**config.mk**
```make
export PLATFORM = sky130hd
export DESIGN_NAME = seq_divider_flat
export DESIGN_NICKNAME = d
export VERILOG_FILES = /design/src/rtl/seq_divider_pkg.sv /design/src/rtl/seq_divider_if.sv /design/src/rtl/seq_divider_step.sv /design/src/rtl/seq_divider.sv /design/src/flat_wrapper.sv
export SDC_FILE = /design/constraint.sdc
export NUM_CORES = 1
export LEC_CHECK = 0
export BUFFER_PORTS_ARGS = -buffer_cell sky130_fd_sc_hd__clkbuf_2
export CORE_ASPECT_RATIO = 1.5
export CORE_MARGIN = 8
export CORE_UTILIZATION = 47
export DETAILED_ROUTE_END_ITERATION = 16
export PLACE_DENSITY = 0.67
export SLEW_MARGIN = 20
export SYNTH_ARGS = -nofsm -noshare
export SYNTH_HDL_FRONTEND = slang
export SYNTH_SLANG_ARGS = --single-unit
```
**constraint.sdc**
```tcl
create_clock -name clk -period 2.5 [get_ports clk]
set_input_delay 0.125 -clock clk [delete_from_list [all_inputs] [get_ports clk]]
set_output_delay 0.125 -clock clk [all_outputs]
set_load 0.02 [all_outputs]
```
**src/rtl/seq_divider_pkg.sv**
```systemverilog
// Shared types and constants for the iterative restoring divider.
package div_pkg;
  localparam int DEF_WIDTH = 8;

  typedef enum logic [1:0] {
    S_IDLE = 2'd0,
    S_RUN  = 2'd1,
    S_DONE = 2'd2
  } state_e;

  function automatic int cnt_w(input int w);
    return $clog2(w + 1);
  endfunction
endpackage

```
**src/rtl/seq_divider_if.sv**
```systemverilog
// Start/done handshake and operand/result bus for seq_divider.
interface seq_divider_if import div_pkg::*; #(
  parameter int WIDTH = DEF_WIDTH
);
  logic             start;
  logic [WIDTH-1:0] dividend;
  logic [WIDTH-1:0] divisor;
  logic             ready;
  logic             busy;
  logic             done;
  logic [WIDTH-1:0] quotient;
  logic [WIDTH-1:0] remainder;
  logic             div_by_zero;

  modport master (
    output start, dividend, divisor,
    input  ready, busy, done, quotient, remainder, div_by_zero
  );
  modport slave (
    input  start, dividend, divisor,
    output ready, busy, done, quotient, remainder, div_by_zero
  );
endinterface

```
**src/rtl/seq_divider_step.sv**
```systemverilog
// One restoring-division step: shift in a dividend bit, trial-subtract, keep or restore.
module div_step import div_pkg::*; #(
  parameter int WIDTH = DEF_WIDTH
) (
  input  logic [WIDTH-1:0] rem_i,
  input  logic             bit_i,
  input  logic [WIDTH-1:0] divisor_i,
  output logic [WIDTH-1:0] rem_o,
  output logic             q_o
);
  logic [WIDTH:0]   shifted;
  logic [WIDTH+1:0] trial;

  // The shifted remainder can exceed WIDTH bits when divisor > 2^(WIDTH-1),
  // so the carry-out is kept and the subtract is one bit wider.
  assign shifted = {rem_i, bit_i};
  assign trial   = {1'b0, shifted} - {2'b00, divisor_i};
  assign q_o     = ~trial[WIDTH+1];
  assign rem_o   = q_o ? trial[WIDTH-1:0] : shifted[WIDTH-1:0];
endmodule

```
**src/rtl/seq_divider.sv**
```systemverilog
// Iterative restoring divider, one quotient bit per cycle, start/done handshake.
// Define DIV_SIGNED_EN for two's-complement truncating division.
module seq_divider import div_pkg::*; #(
  parameter int WIDTH = DEF_WIDTH
) (
  input  logic          clk,
  input  logic          rst,
  seq_divider_if.slave  bus
);
  localparam int CW = cnt_w(WIDTH);

  state_e           state_q, state_d;
  logic [CW-1:0]    count_q, count_d;
  logic [WIDTH-1:0] rem_q, rem_d, quot_q, quot_d;
  logic [WIDTH-1:0] dvs_q, dvs_d, dvd_q, dvd_d;
  logic [WIDTH-1:0] quotient_q, quotient_d, remainder_q, remainder_d;
  logic             zero_q, zero_d, dbz_q, dbz_d;
  logic [WIDTH-1:0] step_rem, a_mag, b_mag, q_raw, q_fin, r_fin;
  logic             step_q, accept;

  div_step #(.WIDTH(WIDTH)) u_step (
    .rem_i     (rem_q),
    .bit_i     (quot_q[WIDTH-1]),
    .divisor_i (dvs_q),
    .rem_o     (step_rem),
    .q_o       (step_q)
  );

  assign q_raw = {quot_q[WIDTH-2:0], step_q};

`ifdef DIV_SIGNED_EN
  logic qneg_q, qneg_d, rneg_q, rneg_d;
  assign a_mag = bus.dividend[WIDTH-1] ? (~bus.dividend + 1'b1) : bus.dividend;
  assign b_mag = bus.divisor[WIDTH-1]  ? (~bus.divisor  + 1'b1) : bus.divisor;
  assign q_fin = qneg_q ? (~q_raw + 1'b1) : q_raw;
  assign r_fin = rneg_q ? (~step_rem + 1'b1) : step_rem;
`else
  assign a_mag = bus.dividend;
  assign b_mag = bus.divisor;
  assign q_fin = q_raw;
  assign r_fin = step_rem;
`endif

  assign accept = bus.start && (state_q != S_RUN);

  always_comb begin
    state_d     = state_q;
    count_d     = count_q;
    rem_d       = rem_q;
    quot_d      = quot_q;
    dvs_d       = dvs_q;
    dvd_d       = dvd_q;
    quotient_d  = quotient_q;
    remainder_d = remainder_q;
    zero_d      = zero_q;
    dbz_d       = dbz_q;
`ifdef DIV_SIGNED_EN
    qneg_d      = qneg_q;
    rneg_d      = rneg_q;
`endif
    case (state_q)
      S_RUN: begin
        rem_d   = step_rem;
        quot_d  = q_raw;
        count_d = count_q - 1'b1;
        if (count_q == CW'(1)) begin
          state_d     = S_DONE;
          quotient_d  = zero_q ? '1    : q_fin;
          remainder_d = zero_q ? dvd_q : r_fin;
          dbz_d       = zero_q;
        end
      end
      default: begin
        if (accept) begin
          // A zero divisor still spends one RUN cycle so done lands two cycles after start.
          zero_d  = (bus.divisor == '0);
          count_d = (bus.divisor == '0) ? CW'(1) : CW'(WIDTH);
          dvd_d   = bus.dividend;
          dvs_d   = b_mag;
          quot_d  = a_mag;
          rem_d   = '0;
          dbz_d   = 1'b0;
          state_d = S_RUN;
`ifdef DIV_SIGNED_EN
          qneg_d  = bus.dividend[WIDTH-1] ^ bus.divisor[WIDTH-1];
          rneg_d  = bus.dividend[WIDTH-1];
`endif
        end else begin
          state_d = S_IDLE;
        end
      end
    endcase
  end

  always_ff @(posedge clk) begin
    if (rst) begin
      state_q     <= S_IDLE;
      count_q     <= '0;
      rem_q       <= '0;
      quot_q      <= '0;
      dvs_q       <= '0;
      dvd_q       <= '0;
      quotient_q  <= '0;
      remainder_q <= '0;
      zero_q      <= 1'b0;
      dbz_q       <= 1'b0;
`ifdef DIV_SIGNED_EN
      qneg_q      <= 1'b0;
      rneg_q      <= 1'b0;
`endif
    end else begin
      state_q     <= state_d;
      count_q     <= count_d;
      rem_q       <= rem_d;
      quot_q      <= quot_d;
      dvs_q       <= dvs_d;
      dvd_q       <= dvd_d;
      quotient_q  <= quotient_d;
      remainder_q <= remainder_d;
      zero_q      <= zero_d;
      dbz_q       <= dbz_d;
`ifdef DIV_SIGNED_EN
      qneg_q      <= qneg_d;
      rneg_q      <= rneg_d;
`endif
    end
  end

  assign bus.ready       = (state_q != S_RUN);
  assign bus.busy        = (state_q == S_RUN);
  assign bus.done        = (state_q == S_DONE);
  assign bus.quotient    = quotient_q;
  assign bus.remainder   = remainder_q;
  assign bus.div_by_zero = dbz_q;
endmodule

```
**src/flat_wrapper.sv**
```systemverilog
// flat-port wrapper written by rule: the top's interface ports become plain ports
module seq_divider_flat import div_pkg::*;
#(
  parameter int WIDTH = DEF_WIDTH
)
  (clk, rst, bus_start, bus_dividend, bus_divisor, bus_ready, bus_busy, bus_done, bus_quotient, bus_remainder, bus_div_by_zero);
  seq_divider_if #(.WIDTH(WIDTH)) bus_i ();
  input  logic clk;
  input  logic rst;
  input wire logic [$bits(bus_i.start)-1:0] bus_start;
  input wire logic [$bits(bus_i.dividend)-1:0] bus_dividend;
  input wire logic [$bits(bus_i.divisor)-1:0] bus_divisor;
  output wire logic [$bits(bus_i.ready)-1:0] bus_ready;
  output wire logic [$bits(bus_i.busy)-1:0] bus_busy;
  output wire logic [$bits(bus_i.done)-1:0] bus_done;
  output wire logic [$bits(bus_i.quotient)-1:0] bus_quotient;
  output wire logic [$bits(bus_i.remainder)-1:0] bus_remainder;
  output wire logic [$bits(bus_i.div_by_zero)-1:0] bus_div_by_zero;
  assign bus_i.start = bus_start;
  assign bus_i.dividend = bus_dividend;
  assign bus_i.divisor = bus_divisor;
  assign bus_ready = bus_i.ready;
  assign bus_busy = bus_i.busy;
  assign bus_done = bus_i.done;
  assign bus_quotient = bus_i.quotient;
  assign bus_remainder = bus_i.remainder;
  assign bus_div_by_zero = bus_i.div_by_zero;
  seq_divider #(.WIDTH(WIDTH)) u_core (.clk(clk), .rst(rst), .bus(bus_i));
endmodule
```
-- After elaboration in Yosys (flattened, before gate mapping)
Index checks and enable logic that the tools add are counted.
- register bits: 56
- input port bits: 19
- output and inout port bits: 20
- logic and storage cells: 41
- add/subtract/negate cells: 2
- equality and inequality tests: 5
- mux-type cells: 16
- bitwise gates (word level): 2
- reduce and logical (&&, ||, !) cells: 6
- operator list (cell ; number):
    $mux 8 ; 7
    $mux 4 ; 3
    $sub 9x8->10 ; 1
    $logic_not 8->1 ; 1
    $reduce_and 2->1 ; 3
    $eq 4x1->1 const B ; 1
    $mux 1 ; 4
    $mux 2 ; 2
    $ne 2x1->1 const B ; 2
    $sub 4x1->4 const B ; 1
    $eq 2x1->1 const B ; 1
    $eq 2x2->1 const B ; 1
    $not 1->1 ; 2
    $reduce_bool 2->1 ; 1
    $logic_and 1x1->1 ; 1

-- Longest topological paths before layout
Gate-level depths: netlist (run 1).
- depth after elaboration: 4
- gate-level depth with buffers: 10

-- Hierarchy
A second synthesis (run 1) with hierarchy kept.
- cell total of the unflattened synthesis: 318
- area, all modules: 2703.8 µm²
- by module, submodules not included (module ; times used ; cells each ; area each (µm²)):
    seq_divider ; 1 ; 258 ; 2207.1
    div_step ; 1 ; 60 ; 496.7

-- Worst setup path after synthesis (run 1)
Ideal clock, no wire load.
- path type: flip-flop to flip-flop
- from: reg u_core.dvs_q[6]
- to: reg u_core.remainder_q[2] (netlist: u_core.bus.remainder[2])
- setup time: 0.134 ns
- arrival time: 1.911 ns
- setup slack: 0.454 ns
- cell stages (with the launch flop): 11
- cells stage by stage: dfxtp_1 -> inv_1 -> ha_1 -> buf_6 -> a21o_1 -> a221oi_2 -> o21a_1 -> buf_6 -> buf_12 -> mux2i_1 -> a211oi_2
- word-level cells in the longest chain between the ends: 3
- ends and longest elaborated chain (item ; line ; text):
    start: declaration ; seq_divider.sv:15 ; logic [WIDTH-1:0] dvs_q, dvs_d, dvd_q, dvd_d;
    start signal: assignment ; seq_divider.sv:116 ; dvs_q <= dvs_d;
    $sub 9x8->10 ; seq_divider_step.sv:17 ; assign trial = {1'b0, shifted} - {2'b00, divisor_i};
    $mux 8 ; seq_divider_step.sv:19 ; assign rem_o = q_o ? trial[WIDTH-1:0] : shifted[WIDTH-1:0];
    $mux 8 ; seq_divider.sv:69 ; remainder_d = zero_q ? dvd_q : r_fin;
    end signal: assignment ; seq_divider.sv:119 ; remainder_q <= remainder_d;
    end: declaration ; seq_divider.sv:16 ; logic [WIDTH-1:0] quotient_q, quotient_d, remainder_q, remainder_d;
No other way between the ends.
A chain may end at the register's enable or synchronous reset.

-- Worst setup path after layout (run 1)
- from: reg u_core.dvs_q[6]
- to: reg u_core.rem_q[7]
- word-level cells in the longest chain between the ends: 3
- ends and longest elaborated chain (item ; line ; text):
    $sub 9x8->10 ; seq_divider_step.sv:17 ;
    $mux 8 ; seq_divider_step.sv:19 ;
    $mux 8 ; seq_divider.sv:61 ; case (state_q)
    end signal: assignment ; seq_divider.sv:114 ; rem_q <= rem_d;
    end: declaration ; seq_divider.sv:14 ; logic [WIDTH-1:0] rem_q, rem_d, quot_q, quot_d;
No other way between the ends.

==> results of run 1 <==
-- cells by family (layout without fill, tap and decap cells) --
logic type               count (synthesis)  after routing  share of synthesized area, %
multiplexers                            13             13                          4.68
buffers and inverters                   38             70                          6.61
AO/OA/AOI/OAI                           89             89                          21.8
flip-flops                              56             56                          40.3
AND/OR/NAND/NOR                        124            124                          20.1
adder cells (fa/ha/maj)                 11             11                          5.22
XOR/XNOR                                 4              4                          1.26
-- power breakdown --
group | internal (mW) | total [mW] | switching [mW] | leakage [nW]
logic | 0.273 | 0.649 | 0.376 | 0.795
registers | 0.954 | 0.998 | 0.0442 | 0.457
clock network | 0.354 | 0.640 | 0.286 | 0.0645
-- metal layers --
layer	part of all wire, %	vias up	global-route usage, %
met5	0	-	0
met4	3.1	0	7.85
met3	3.1	16	2.76
met2	52	48	29.8
met1	42	1143	17.6
li1	-	1239	-
-- metrics by stage --
stage	worst slack (ns)	cells	power (mW)
finish	0.150	439	2.29
global route	0.00424	439	2.42
CTS	0.146	439	2.31
detailed placement	0.200	431	1.66
global placement	0.258	431	1.65
floorplan	0.454	335	1.58
-- worst paths after layout --
kind                                 startpoint                 endpoint  slack, ns  cells past startpoint
worst max register to register  u_core.dvs_q[6]          u_core.rem_q[7]       0.15                      8
worst min register to register  u_core.dvd_q[7]          u_core.dvd_q[7]       0.46                      2
worst min-delay path                        rst  u_core.bus.remainder[2]       0.04                      2
worst max-delay path            u_core.dvs_q[6]          u_core.rem_q[7]       0.15                      8
-- flip-flops by register name, indices dropped and copies added (netlist names) --
signal / count
u_core.bus.quotient: 8
u_core.bus.remainder: 8
u_core.dvd_q: 8
u_core.dvs_q: 8
u_core.quot_q: 8
u_core.rem_q: 8
u_core.count_q: 4
u_core.state_q: 2
u_core.bus.div_by_zero: 1
u_core.zero_q: 1
-- synth_stat cells (3+ instances only) --
library cell  count
a211oi_1         12
a21oi_1          30
buf_2             5
clkbuf_1         11
dfxtp_1          56
ha_1             10
inv_1            16
mux2i_1          13
nand2_1          49
nand2b_1          3
nor2_1           33
nor2b_1           3
nor3_1           18
o21a_1            4
o21ai_0          17
or3_1             3
xnor2_1           3
-- area by class of cell --
class	count	area share (%)
Multi-Input combinational cell	241	47.3
Sequential cell	56	35.9
Timing Repair Buffer	46	8.01
Clock buffer	7	3.08
Tap cell	72	2.88
Inverter	16	1.92
Clock inverter	1	0.961
==> flow_summary.yaml, run 1 <==
cts:
  clk_pin_slew_ns: 0.09
  max-clock-path-buffers: 2
  cts_made_buffers: 5
  clock_sinks: 56
  cts_max_level: 2
  cts_setup_buffers: 0
  clk_latency_ns: 0.30
  root_buffer: "clkbuf_8"
  ctsHoldBuffers: 0
  cts_tree: "done"
  cts_resized: 0
power:
  p_per_area_nw_per_um2: 732
  leakage_nw: 1.32
  vdd_drop_max_v: 0.000544
worst_setup_path:
  end_kind: "flip-flop"
  path_buf_inv: 2
  required_ns: 2.75
  crit_arrival_ns: 2.60
  worst-path-max-fanout: 10
  cp_common_cell: "nand2_1"
  critPathSlowestCell: "or4_1"
  max_stage_delay_ns: 0.51
  path_cells: "inv_1 > ha_1 > and4_2 > nand2_1 > o21a_1 > buf_4 > or4_1 > nand2_1"
  crit_family: "simple AND/OR/NAND/NOR gates"
  critical_path_class: "flip-flop to flip-flop"
  cp-start-kind: "flip-flop"
floorplan:
  dieArea_um2: 8690
  pin_count: 39
  start_util_pct: 48.4
  rows: 34
  die_h_um: 110
  coreArea_um2: 5740
  die_width_um: 78.8
synthesis:
  syn_area_um2: 2780
  synth-edff-count: 0
  syn-instance-count: 335
  yosys_warnings: 0
  syn_nets: 365
  synth_top_cells_by_area: "dfxtp_1 (40%), nand2_1 (6.6%), a21oi_1 (5.4%), mux2i_1 (4.7%), ha_1 (4.5%)"
  syn_avg_cell_area_um2: 8.30
  ys.flop_type: "dfxtp_1"
  yosysUniqueCellTypes: 54
  async_flop_share_pct: 0
  yosys.area.top_type: "dfxtp_1"
  yosysTopAreaCellShare_pct: 40.3
  synth_seq_area_share_pct: 40.3
  synth_seq_cells: 56
sta:
  fmax_mhz: 426
  fin_skew_ns: 0.00288
  slew_violations: 0
  period_needed_ns: 2.35
  hold_viol_final: 0
  fin_crit_sh_pct: 94.0
  fin_hold_ws_ns: 0.0447
  worst_pin_slew_ns: 0.883
  fin_tns_setup_ns: 0
  rsz0062_at_grt: "no"
  max-slew-margin-rel_pct: 40.7
  final-setup-viol-count: 0
detailed_routing:
  vias: 2446
  routed_wl_mm: 6.74
  ant_nets: 0
  via_per_inst: 5.57
  drt_first_pass_iters: 4
  wl_per_cell_um: 15.4
  route.detailed.drc: 0
  drtIter0Drc: 88
placed_design:
  place.gp.congestion: 0.798
  dp_hpwl_mm: 5.13
  placedInstanceArea_um2: 3000
  portBuffers: 38
layout:
  finish.utilization_pct: 54.4
  final_area_um2: 3120
  multi_input_comb_area_um2: 1480
  ff_latch_area_um2: 1120
  syn2layout_area_growth_pct: 12.3
  fillers: 567
  diodes: 0
  layout_common_cells: "dfxtp_1 (56), nand2_1 (49), clkbuf_2 (38)"
  fin_nets: 396
  final_common_cell: "dfxtp_1"
  layout-drive-gt1-share_pct: 18.3
global_route:
  overflow: 0
  grt_max_degree: 48
  grt_antenna_before_repair: 0
  grt_pass1_vias: 2500
  grt_pass1_wl_mm: 11.5
  grt_usage_pct: 16.2
status:
  outcome: "finished clean"
worst_hold_path:
  hp-class: "primary input to flip-flop"
flow_run:
  maxCapViolations: 0
Note: power is estimated with default switching activity, not from simulation.
==> run 2, diff against run 1 <==
--- a/config.mk
+++ b/config.mk
@@ -10,8 +10,9 @@
 export CORE_MARGIN = 8
 export CORE_UTILIZATION = 47
 export DETAILED_ROUTE_END_ITERATION = 16
-export PLACE_DENSITY = 0.67
+export PLACE_DENSITY = 0.68
 export SLEW_MARGIN = 20
 export SYNTH_ARGS = -nofsm -noshare
 export SYNTH_HDL_FRONTEND = slang
+export SYNTH_HIERARCHICAL = 1
 export SYNTH_SLANG_ARGS = --single-unit
==> run 2 against run 1 <==
Against the previous run:
- sequential power is 0.8% lower
- fmax increased by 0.80%
- combinational power fell by 5.7%
- area after synthesis decreased by 2.8%
- register-to-register slack better by 0.02 ns
- critical endpoint is now u_core/bus.remainder[6]
- critical path type unchanged
- design area is 2.8% lower
- via count fell by 8.1%
==> flow_summary.yaml, run 2 <==
synthesis:
  synth-edff-count: 0
  syn_area_um2: 2700
  yosysUniqueCellTypes: 41
  yosysMostFrequentCell: "dfxtp_1"
  synth_top_cells_by_area: "dfxtp_1 (41%), mux2i_1 (6.7%), nor2_1 (5.7%), a21oi_1 (5.4%), nand2_1 (5.1%)"
  syn_avg_cell_area_um2: 8.50
  synth_seq_cells: 56
  async_flop_share_pct: 0
  synth_common_cells: "dfxtp_1 (56), nor2_1 (41), nand2_1 (37)"
  synth_seq_area_share_pct: 41.5
  ys.flop_type: "dfxtp_1"
  yosys_warnings: 6
  yosys.area.top_type: "dfxtp_1"
  syn-instance-count: 318
  syn_nets: 348
  yosysTopAreaCellShare_pct: 41.5
worst_hold_path:
  hp-start: "bus_divisor[5]"
  hold_path_end: "u_core/dvs_q[5]"
  hold_depth: 3
  hp-class: "primary input to flip-flop"
detailed_routing:
  wl_per_cell_um: 14.3
  routed_wl_mm: 6.08
  drtIter0Drc: 138
  vias: 2248
  via_per_inst: 5.30
  drt_first_pass_iters: 4
  ant_nets: 0
  route.detailed.drc: 0
worst_setup_path:
  max_stage_delay_ns: 0.42
  crit_arrival_ns: 2.52
  end_kind: "flip-flop"
  worst-path-max-fanout: 3
  cp-start-kind: "flip-flop"
  r2r_slack_ns: 0.17
  critical_path_class: "flip-flop to flip-flop"
  critPathSlowestCell: "fa_1"
  crit_family: "adder cells"
  r2r-end: "u_core/bus.remainder[6]"
  required_ns: 2.69
  r2r_cells: 10
  path_cells: "inv_1 > ha_1 > fa_1 > nor2b_2 > o31a_1 > nor4_1 > a311o_1 > mux2_4 > mux2i_1 > a211oi_1"
  crit_cells: 10
  path_buf_inv: 1
  rr_startpoint: "u_core/quot_q[7]"
placed_design:
  portBuffers: 38
  dp_hpwl_mm: 4.46
  post-place-ws_ns: 0.150
  place.gp.congestion: 0.800
  placedInstanceArea_um2: 2940
power:
  vdd_drop_max_v: 0.000353
  p_per_area_nw_per_um2: 696
  leakage_nw: 1.30
layout:
  syn2layout_area_growth_pct: 12.3
  final_common_cell: "dfxtp_1"
  final_area_um2: 3040
  diodes: 0
  layout_common_cells: "dfxtp_1 (56), nor2_1 (41), clkbuf_2 (38)"
  fin_nets: 381
  layout-drive-gt1-share_pct: 19.9
floorplan:
  die_h_um: 109
  dieArea_um2: 8490
  coreArea_um2: 5700
  pin_count: 39
  start_util_pct: 47.4
  rows: 34
  die_width_um: 77.9
flow_run:
  maxCapViolations: 0
sta:
  worst_pin_slew_ns: 0.627
  hold_viol_final: 0
  slew_violations: 0
  rsz0062_at_grt: "no"
  fmax_mhz: 429
  fin_crit_sh_pct: 93.2
  period_needed_ns: 2.33
  max-slew-margin-rel_pct: 58.2
  fin_hold_ws_ns: 0.0344
  final-setup-viol-count: 0
  fin_tns_setup_ns: 0
  setup_slack_ns: 0.169
  fin_skew_ns: 0.00961
global_route:
  overflow: 0
  grt_pass1_wl_mm: 10.6
  grt_usage_pct: 15.2
  grt_antenna_before_repair: 0
  grt_max_degree: 31
  grt_pass1_vias: 2316
cts:
  root_buffer: "clkbuf_8"
  ctsHoldBuffers: 0
  cts_max_level: 2
  clock_sinks: 56
  clk_pin_slew_ns: 0.10
  clk_latency_ns: 0.32
  cts_tree: "done"
  max-clock-path-buffers: 2
  cts_made_buffers: 5
status:
  outcome: "finished clean"
run 2: worst max path at each step:
stage                     start                       to
5_1_grt         u_core/dvs_q[3]  u_core/bus.remainder[1]
2_1_floorplan  u_core/quot_q[7]  u_core/bus.remainder[6]
3_3_place_gp   u_core/quot_q[7]  u_core/bus.remainder[6]
3_5_place_dp   u_core/quot_q[7]  u_core/bus.remainder[6]
6_report       u_core/quot_q[7]  u_core/bus.remainder[6]
4_1_cts        u_core/quot_q[7]  u_core/bus.remainder[6]
run 2: power by group:
group	total, mW	internal, mW	switching [mW]
Combinational	0.612	0.280	0.332
Clock	0.511	0.202	0.309
Sequential	0.990	0.950	0.0400
run 2: kinds of logic after synthesis:
group,after synthesis,synth area share (%)
AND/OR/NAND/NOR,126,21.6
AO/OA/AOI/OAI,62,14.9
flip-flops,56,41.5
buffers and inverters,35,5.55
multiplexers,23,9.44
adder cells (fa/ha/maj),11,5.37
XOR/XNOR,5,1.62
run 2: per-stage QoR:
step | power, mW | utilization (%) | cells
floorplan | 1.49 | - | 318
global placement | 1.61 | 51.6 | 416
detailed placement | 1.62 | 51.6 | 416
CTS | 2.13 | 53.2 | 424
global route | 2.25 | 53.3 | 424
finish | 2.11 | 53.3 | 424
run 2: worst min-delay path: cells and delay by family:
family	cells	cell delay [ns]
simple gates	1	0.05
compound gates	1	0.05
buf+inv	1	0.09
run 2: what timing repair did:
| item | in CTS | in global routing |
|---|---|---|
| setup buffers | 0 | 0 |
| endpoints found under the setup margin | 0 | 2 |
| resized for setup | 0 | 1 |
run 2: layout make-up:
| cell class | instances | area [µm²] |
|---|---|---|
| fill | 591 | 2660 |
| multi-input combinational | 227 | 1440 |
| sequential | 56 | 1120 |
| timing repair buffer | 44 | 235 |
| tap | 72 | 90.1 |
| clock buffer | 5 | 68.8 |
| inverter | 17 | 63.8 |
| clock inverter | 3 | 22.5 |
run 2: per-layer routing:
| layer | part of all wire (%) | vias to the layer above | global-route usage, % |
|---|---|---|---|
| li1 | - | 1155 | - |
| met3 | 4.5 | 9 | 3.38 |
| met2 | 51 | 40 | 28.3 |
| met1 | 43 | 1044 | 16.2 |
| met5 | 0 | - | 0 |
| met4 | 1.8 | 0 | 6.12 |
==> run 3, diff against run 2 <==
--- a/config.mk
+++ b/config.mk
@@ -8,9 +8,9 @@
 export BUFFER_PORTS_ARGS = -buffer_cell sky130_fd_sc_hd__clkbuf_2
 export CORE_ASPECT_RATIO = 1.5
 export CORE_MARGIN = 8
-export CORE_UTILIZATION = 47
+export CORE_UTILIZATION = 40
 export DETAILED_ROUTE_END_ITERATION = 16
-export PLACE_DENSITY = 0.68
+export PLACE_DENSITY = 0.59
 export SLEW_MARGIN = 20
 export SYNTH_ARGS = -nofsm -noshare
 export SYNTH_HDL_FRONTEND = slang
==> run 3 against run 2 <==
Against the previous run:
- final cell count is 0.71% higher
- sequential power hardly changed
- first-iteration DRC count is 2.9% higher
- critical path depth stayed put
- setup slack better by 0.0019 ns
- via count is 2.2% lower
- register-to-register slack hardly changed
- die area is 14% higher
- highest routed layer unchanged
==> flow_summary.yaml, run 3 (synthesis gave the netlist of run 2 again) <==
global_route:
  grt_antenna_before_repair: 0
  grt_usage_pct: 13.1
  grt_pass1_wl_mm: 10.7
  overflow: 0
  grt_pass1_vias: 2230
  grt_max_degree: 40
cts:
  cts_max_level: 2
  cts_made_buffers: 5
  cts_setup_buffers: 0
  cts_resized: 0
  ctsHoldBuffers: 0
  clk_latency_ns: 0.31
  max-clock-path-buffers: 2
  clk_pin_slew_ns: 0.10
  cts_tree: "done"
  root_buffer: "clkbuf_8"
  clock_sinks: 56
power:
  leakage_nw: 1.29
  vdd_drop_max_v: 0.000316
  p_per_area_nw_per_um2: 694
layout:
  layout_common_cells: "dfxtp_1 (56), nor2_1 (41), clkbuf_2 (38)"
  diodes: 0
  ff_latch_area_um2: 1120
  multi_input_comb_area_um2: 1440
  layout-drive-gt1-share_pct: 19.9
  finish.utilization_pct: 46.5
  fin_nets: 380
  fillers: 657
  syn2layout_area_growth_pct: 12.3
  final_common_cell: "dfxtp_1"
worst_setup_path:
  r2r_slack_ns: 0.17
  critPathLaunch: "u_core/quot_q[7]"
  required_ns: 2.69
  end_kind: "flip-flop"
  rr_startpoint: "u_core/quot_q[7]"
  crit_arrival_ns: 2.52
  worst-path-max-fanout: 3
  r2r_cells: 10
  cp-start-kind: "flip-flop"
  critical_path_class: "flip-flop to flip-flop"
  r2r-end: "u_core/bus.remainder[6]"
  endpoint: "u_core/bus.remainder[6]"
worst_hold_path:
  hp-class: "primary input to flip-flop"
sta:
  fin_tns_setup_ns: 0
  period_needed_ns: 2.33
  worst_pin_slew_ns: 0.728
  hold_viol_final: 0
  slew_violations: 0
  fin_skew_ns: 0.0136
  fin_crit_sh_pct: 93.2
  max-slew-margin-rel_pct: 51.4
  rsz0062_at_grt: "no"
  final-setup-viol-count: 0
  fmax_mhz: 429
placed_design:
  portBuffers: 38
  place.gp.congestion: 0.753
  dp_hpwl_mm: 4.42
floorplan:
  coreArea_um2: 6530
  rows: 36
  die_width_um: 83.1
  dieArea_um2: 9700
  start_util_pct: 41.4
  die_h_um: 117
  pin_count: 39
detailed_routing:
  via_per_inst: 5.15
  routed_wl_mm: 6.10
  ant_nets: 0
  wl_per_cell_um: 14.3
  route.detailed.drc: 0
  drtIter0Drc: 142
  vias: 2198
  drt_first_pass_iters: 4
flow_run:
  maxCapViolations: 0
status:
  outcome: "finished clean"
==> run 3: area by class of cell <==
class                           count  share of cell area (%)
Multi-Input combinational cell    227                    47.4
Sequential cell                    56                    36.9
Timing Repair Buffer               43                    7.50
Tap cell                           76                    3.13
Clock buffer                        5                    2.27
Inverter                           17                    2.10
Clock inverter                      3                   0.701
==> run 3: through the flow <==
stage / setup WS [ns] / hold slack, ns / std cells / instance area, µm² / total power, mW
final: 0.171 / 0.0364 / 427 / 3040 / 2.11
after global routing: 0.0184 / 0.0434 / 427 / 3040 / 2.23
after CTS: 0.114 / 0.0290 / 427 / 3030 / 2.12
after detailed placement: 0.123 / 0.366 / 419 / 2940 / 1.62
after global placement: 0.189 / 0.364 / 419 / 2940 / 1.61
after floorplan: 0.313 / 0.261 / 318 / 2700 / 1.49
==> run 3: critical path, cell delays in order, from the launching register on <==
cell and delay [ns]:
dfxtp_1 0.35, inv_1 0.06, ha_1 0.22, fa_2 0.36, nor2b_2 0.14, o31a_1 0.20, nor4_1 0.07, a311o_1 0.33
mux2_4 0.28, mux2i_1 0.13, a211oi_1 0.09
==> run 3: worst min path at each step <==
stage                               start         endpoint  slack, ns  cells past startpoint
after global routing       bus_divisor[4]  u_core/dvs_q[4]       0.04                      3
final                      bus_divisor[4]  u_core/dvs_q[4]       0.04                      3
after global placement     bus_divisor[4]  u_core/dvs_q[4]       0.36                      3
after CTS                  bus_divisor[4]  u_core/dvs_q[4]       0.03                      3
after floorplan           bus_dividend[0]  u_core/dvd_q[0]       0.26                      2
after detailed placement   bus_divisor[4]  u_core/dvs_q[4]       0.37                      3
==> run 3: layer usage <==
metal  vias to the layer above  wire length, µm  global-route usage [%]  share of wire [%]
li1                       1156                -                       -                  -
met1                       997             2800                    15.4                 46
met2                        41             2980                    22.8                 49
met3                         4              254                    3.21                4.2
met4                         0               68                    4.24                1.1
met5                         -                0                       0                  0
==> run 3: power breakdown <==
part	switching (mW)	internal (mW)
logic	0.334	0.279
registers	0.0402	0.950
clock network	0.303	0.200
